===== src/rtl/ram_arb_pkg.sv =====
// Shared types and constants for the RAM access arbiter: FSM state encoding,
// RAM bus geometry and read/write opcode values.
package ram_arb_pkg;

  localparam int RAM_ADDR_W = 8;
  localparam int RAM_DATA_W = 4;

  localparam logic RW_WRITE = 1'b1;
  localparam logic RW_READ  = 1'b0;

  typedef enum logic [1:0] {
    IDLE   = 2'd0,
    ACCESS = 2'd1,
    WAIT   = 2'd2,
    DONE   = 2'd3
  } state_t;

  // Pick the RAM occupancy for the latched operation.
  function automatic int op_latency(input logic rw, input int rd_lat, input int wr_lat);
    int lat;
    if (rw == RW_WRITE) begin
      lat = wr_lat;
    end else begin
      lat = rd_lat;
    end
    return lat;
  endfunction

endpackage


===== src/rtl/ram_access_arbiter_rr.sv =====
// Combinational round-robin picker: the first requester after the pointer,
// wrapping, wins. Produces a one-hot winner, its index and a valid flag.
module rr_arbiter #(
  parameter int N_REQ = 2,
  parameter int IDX_W = (N_REQ > 1) ? $clog2(N_REQ) : 1
) (
  input  logic [N_REQ-1:0] req_i,
  input  logic [IDX_W-1:0] ptr_i,
  output logic [N_REQ-1:0] win_onehot_o,
  output logic [IDX_W-1:0] win_idx_o,
  output logic             win_valid_o
);

  int               cand;
  logic [IDX_W-1:0] cand_idx;

  // Scan offsets 1..N_REQ from the pointer so the pointer itself has lowest priority.
  always_comb begin
    win_onehot_o = '0;
    win_idx_o    = '0;
    win_valid_o  = 1'b0;
    cand         = 0;
    cand_idx     = '0;
    for (int off = 1; off <= N_REQ; off++) begin
      cand     = (int'(ptr_i) + off) % N_REQ;
      cand_idx = IDX_W'(cand);
      if (!win_valid_o && req_i[cand_idx]) begin
        win_valid_o            = 1'b1;
        win_onehot_o[cand_idx] = 1'b1;
        win_idx_o              = cand_idx;
      end else begin
        win_valid_o = win_valid_o;
      end
    end
  end

endmodule


===== src/rtl/ram_access_arbiter.sv =====
// Shares one RAM port between N_REQ requesters: round-robin pick, one transaction
// in flight, sequences ram_EN/ram_RW and returns read data with a done pulse.
module ram_access_arbiter
  import ram_arb_pkg::*;
#(
  parameter int ADDR_W = RAM_ADDR_W,
  parameter int DATA_W = RAM_DATA_W,
  parameter int N_REQ  = 2,
  parameter int RD_LAT = 1,
  parameter int WR_LAT = 1
) (
  input  logic                          clk,
  input  logic                          rst,
  input  logic [N_REQ-1:0]              req,
  input  logic [N_REQ-1:0]              req_rw,
  input  logic [N_REQ-1:0][ADDR_W-1:0]  req_addr,
  input  logic [N_REQ-1:0][DATA_W-1:0]  req_wdata,
  output logic [N_REQ-1:0]              gnt,
  output logic [N_REQ-1:0]              done,
  output logic [DATA_W-1:0]             rdata,
  output logic                          busy,
  output logic                          ram_RW,
  output logic                          ram_EN,
  output logic [ADDR_W-1:0]             ram_address_bus,
  output logic [DATA_W-1:0]             ram_data_bus_out,
  input  logic [DATA_W-1:0]             ram_data_bus_in
);

  localparam int IDX_W   = (N_REQ > 1) ? $clog2(N_REQ) : 1;
  localparam int MAX_LAT = (RD_LAT > WR_LAT) ? RD_LAT : WR_LAT;
  localparam int CNT_W   = $clog2(MAX_LAT + 1);

  if (RD_LAT < 1 || WR_LAT < 1 || N_REQ < 2) begin : g_bad_params
    $error("ram_access_arbiter: RD_LAT and WR_LAT must be >= 1 and N_REQ >= 2");
  end

  state_t              state_q;
  logic [IDX_W-1:0]    ptr_q;
  logic [N_REQ-1:0]    owner_q;
  logic [CNT_W-1:0]    cnt_q;
  logic [N_REQ-1:0]    gnt_q;
  logic [N_REQ-1:0]    done_q;
  logic [DATA_W-1:0]   rdata_q;
  logic                busy_q;
  logic                rw_q;
  logic                en_q;
  logic [ADDR_W-1:0]   addr_q;
  logic [DATA_W-1:0]   dout_q;

  logic [N_REQ-1:0]    win_onehot_s;
  logic [IDX_W-1:0]    win_idx_s;
  logic                win_valid_s;

  rr_arbiter #(
    .N_REQ (N_REQ),
    .IDX_W (IDX_W)
  ) u_rr (
    .req_i        (req),
    .ptr_i        (ptr_q),
    .win_onehot_o (win_onehot_s),
    .win_idx_o    (win_idx_s),
    .win_valid_o  (win_valid_s)
  );

  // Transaction FSM; every output is a register updated here.
  always_ff @(posedge clk) begin
    if (rst) begin
      state_q <= IDLE;
      ptr_q   <= IDX_W'(N_REQ - 1);
      owner_q <= '0;
      cnt_q   <= '0;
      gnt_q   <= '0;
      done_q  <= '0;
      rdata_q <= '0;
      busy_q  <= 1'b0;
      rw_q    <= RW_READ;
      en_q    <= 1'b0;
      addr_q  <= '0;
      dout_q  <= '0;
    end else begin
      case (state_q)
        IDLE: begin
          if (win_valid_s) begin
            state_q <= ACCESS;
            ptr_q   <= win_idx_s;
            owner_q <= win_onehot_s;
            gnt_q   <= win_onehot_s;
            en_q    <= 1'b1;
            busy_q  <= 1'b1;
            rw_q    <= req_rw[win_idx_s];
            addr_q  <= req_addr[win_idx_s];
            // Reads drive zero on the write bus so the RAM never sees stale data.
            if (req_rw[win_idx_s] == RW_WRITE) begin
              dout_q <= req_wdata[win_idx_s];
            end else begin
              dout_q <= '0;
            end
          end else begin
            state_q <= IDLE;
          end
        end
        ACCESS: begin
          state_q <= WAIT;
          gnt_q   <= '0;
          en_q    <= 1'b0;
          cnt_q   <= CNT_W'(op_latency(rw_q, RD_LAT, WR_LAT));
        end
        WAIT: begin
          cnt_q <= cnt_q - CNT_W'(1);
          if (cnt_q == CNT_W'(1)) begin
            state_q <= DONE;
            done_q  <= owner_q;
            if (rw_q == RW_READ) begin
              rdata_q <= ram_data_bus_in;
            end else begin
              rdata_q <= rdata_q;
            end
          end else begin
            state_q <= WAIT;
          end
        end
        DONE: begin
          state_q <= IDLE;
          done_q  <= '0;
          busy_q  <= 1'b0;
        end
        default: begin
          state_q <= IDLE;
          gnt_q   <= '0;
          done_q  <= '0;
          en_q    <= 1'b0;
          busy_q  <= 1'b0;
        end
      endcase
    end
  end

  assign gnt              = gnt_q;
  assign done             = done_q;
  assign rdata            = rdata_q;
  assign busy             = busy_q;
  assign ram_RW           = rw_q;
  assign ram_EN           = en_q;
  assign ram_address_bus  = addr_q;
  assign ram_data_bus_out = dout_q;

endmodule


===== config.mk =====
export PLATFORM = sky130hd
export DESIGN_NAME = ram_access_arbiter
export DESIGN_NICKNAME = d
export VERILOG_FILES = /design/src/rtl/ram_arb_pkg.sv /design/src/rtl/ram_access_arbiter_rr.sv /design/src/rtl/ram_access_arbiter.sv
export SDC_FILE = /design/constraint.sdc
export NUM_CORES = 1
export LEC_CHECK = 0
export CORE_AREA = 2 2 58 60
export DETAILED_ROUTE_END_ITERATION = 10
export DIE_AREA = 0 0 60 62
export PLACE_DENSITY = 0.9
export SYNTH_ARGS = -nofsm -noshare
export SYNTH_HDL_FRONTEND = slang
export SYNTH_SLANG_ARGS = --single-unit
export TNS_END_PERCENT = 50

===== constraint.sdc =====
create_clock -name clk -period 3.9 [get_ports clk]
set_input_delay 0.39 -clock clk [delete_from_list [all_inputs] [get_ports clk]]
set_output_delay 0.39 -clock clk [all_outputs]
set_load 0.005 [all_outputs]

==> impl_metrics.toml <==
[run_status]
status = "finished, final reports clean"

[timing]
setup_viol = 0
relSlewSlack_pct = 33.3
finalHoldViolations = 0
rsz0062_at_grt = "false"
fmax_mhz = 530
finalSetupTns_ns = 0
fin_crit_ns = 1.89
post-route-period-util_pct = 48.4
slew_viol_final = 0
tightest_slew_ns = 0.997
hold_slack_ns = 0.457
skew_ns = 0.0110

[detailed_routing]
ant_nets = 0
totalWireLength_um = 2790
wl_per_cell_um = 11.8
dr_total_vias = 1142
via_per_inst = 4.84
first_pass_iters = 4
first_iter_violations = 43
drc = 0

[clock_network]
cts-root-buf = "clkbuf_4"
htreeDepth = 2
insertion_delay_ns = 0.33
cts-buffers-inserted = 5
clk_pin_slew_worst_paths_ns = 0.10
cts_tree = "built"
clock_sinks = 29
cts_setup_buffers = 0
cts_buffer_depth = 2
cts_resized = 0
cts_hold_buf = 0

[placement]
placement.cell_area_um2 = 1860
routabilityCongestion = 0.767
dp_hpwl_um = 2040
dp.cells = 228
portBuffers = 56

[synthesis]
synth_compound_gate_area_share_pct = 17.3
synthSimpleGateAreaFrac_pct = 14.7
synth_seq_area_share_pct = 44.7
yosys.area_share.adder_pct = 4.81
synth.area.mux_share_pct = 13.1
synth_area_um2 = 1300
yosys_warnings = 0
syn-num-nets = 174
synth_top_family_by_area = "compound AO/OA/AOI/OAI gates"
ys_seq_elements = 29
syn_inst = 135
ys_types = 27
synth-xor-area-share_pct = 0
post_synth.cell_area_avg_um2 = 9.63

[worst_setup_path]
crit_path_top_delay_cell = "clkdlybuf4s50_1"
r2r_start = "state_q[0]"
cp-end-kind = "flop"
rr_endpoint = "ram_address_bus[1]"
rrSetupSlack_ns = 2.13
critPathKind = "primary input to flop"
cp-startpoint = "req[1]"
required_ns = 4.15
reg2reg_depth = 5
critPathMaxFanout = 15
startpoint_type = "primary input"
worstPathArrival_ns = 2.14
slowest_delay_ns = 0.61
path_cells = "clkdlybuf4s50_1 > a21boi_4 > a32o_1 > nand3b_1 > o21ai_0"

[cells_and_area]
num_antenna_cells = 0
area_growth_pct = 46.7
finalNonFillerCells = 236
regArea_um2 = 581
final_cell_area_um2 = 1910
fillers = 269
multi_input_area_um2 = 649
nets = 228
layout-drive-gt1-share_pct = 5.26

[global_routing]
grt_usage_pct = 16.4
grt_overflow = 0
antenna_found_initial = 0
grt_pass1_wl_um = 4490
top_usage_layer = "met2"
grt_util_met1_pct = 18.0
grt_max_degree = 31
use_met3_pct = 4.97
grt_pass1_vias = 1027
use_met2_pct = 28.4

[die]
fp.dieH_um = 62
core_um2 = 3180
ios = 57
die_area_um2 = 3720
start_util_pct = 40.9
die_w_um = 60
rows = 21

[hold_path]
hold_end = "ram_EN"
hold_start = "ram_EN"
hp-class = "flop to flop"
whs_path_depth = 2

[power_and_ir_drop]
power.share.switching_pct = 29.4
ir_drop_mv = 0.221
p_clk_share_pct = 23.0
power_density_nw_per_um2 = 390
power_leakage_nw = 0.742
p_int_w = 0.000525
p_comb_share_pct = 29.3
total_power_w = 0.000743
seqPwrFrac_pct = 47.6
switchingPower_w = 0.000218

[run]
max_cap_violations = 0
-- layout make-up --
type | count | area share [%]
clock inverter | 2 | 0.525
sequential | 29 | 30.4
timing repair buffer | 56 | 29.4
clock buffer | 6 | 2.17
tap | 46 | 3.02
inverter | 2 | 0.394
multi-input combinational | 95 | 34.1
-- how the worst max path moves through the flow --
stage                                      to
after floorplan                      rdata[1]
after global placement    ram_data_bus_out[1]
after detailed placement  ram_data_bus_out[1]
after CTS                 ram_data_bus_out[1]
after global routing      ram_data_bus_out[2]
final                     ram_data_bus_out[1]
-- power groups by stage --
stage | Clock [W] | Combinational (W) | Sequential, W
finish | 0.000171 | 0.000218 | 0.000354
global route | 0.000192 | 0.000241 | 0.000359
CTS | 0.000177 | 0.000220 | 0.000355
detailed placement | 0 | 0.000219 | 0.000361
global placement | 0 | 0.000215 | 0.000360
floorplan | 0 | 0.000119 | 0.000360
-- per-layer routing --
layer	vias to the layer above	routed length [um]
met5	-	0
met3	8	179
li1	586	-
met4	0	70
met1	506	1190
met2	42	1350
-- state kept, by name, indices dropped and copies added (netlist names) --
signal,flops
ram_RW,1
busy,1
done,2
state_q,2
owner_q,2
ram_data_bus_out,4
ram_address_bus,8
cnt_q,1
gnt,2
ptr_q,1
ram_EN,1
rdata,4
-- synth_stat cells, drive strengths merged --
cell / number / area, um^2
a211oi: 8 / 60.1
a21boi: 1 / 18.8
a21oi: 3 / 15.0
a22oi: 5 / 37.5
a31oi: 1 / 6.26
a32o: 1 / 10.0
a32oi: 2 / 17.5
buf: 4 / 43.8
clkbuf: 5 / 18.8
dfxtp: 29 / 581
ha: 5 / 62.6
inv: 2 / 7.51
mux2i: 17 / 170
nand2: 5 / 18.8
nand2b: 1 / 6.26
nand3: 1 / 5.00
nand3b: 5 / 37.5
nor2: 24 / 90.1
nor2b: 2 / 12.5
o21a: 2 / 15.0
o21ai: 9 / 45.0
or2: 2 / 12.5
or3b: 1 / 8.76
-- through the flow --
stage | util (%) | setup slack, ns
after floorplan | - | 2.49
after global placement | 58.4 | 1.71
after detailed placement | 58.4 | 1.66
after CTS | 60.0 | 2.00
after global routing | 60.0 | 1.83
final | 60.0 | 2.01
-- cells by family (layout without fill, tap and decap cells) --
family | count (synthesis) | in the layout
AND/OR/NAND/NOR | 41 | 41
AO/OA/AOI/OAI | 32 | 32
flip-flops | 29 | 29
multiplexers | 17 | 17
buffers and inverters | 11 | 66
adder cells (fa/ha/maj) | 5 | 5
-- cells in the final DEF, fill, tap and decap left out --
cell type	n
o21a_1	2
nand3b_1	5
a22oi_1	5
nand3_1	1
a32oi_1	2
a32o_1	1
a211oi_1	8
nor2b_1	2
inv_1	2
a21oi_1	3
or2_2	2
a21boi_4	1
or3b_1	1
nand2b_1	1
nor2_1	24
clkinv_2	2
a31oi_1	1
clkdlybuf4s50_1	56
o21ai_0	8
ha_1	5
clkbuf_4	5
clkbuf_1	1
dfxtp_1	29
o21ai_1	1
mux2i_1	17
nand2_1	5
-- worst max-delay path: cells and delay by family --
family                 cells  cell delay, ns
AND/OR/NAND/NOR            1            0.13
buffers and inverters      1            0.61
AO/OA/AOI/OAI              3            1.00
(Power assumes the default switching activity.)
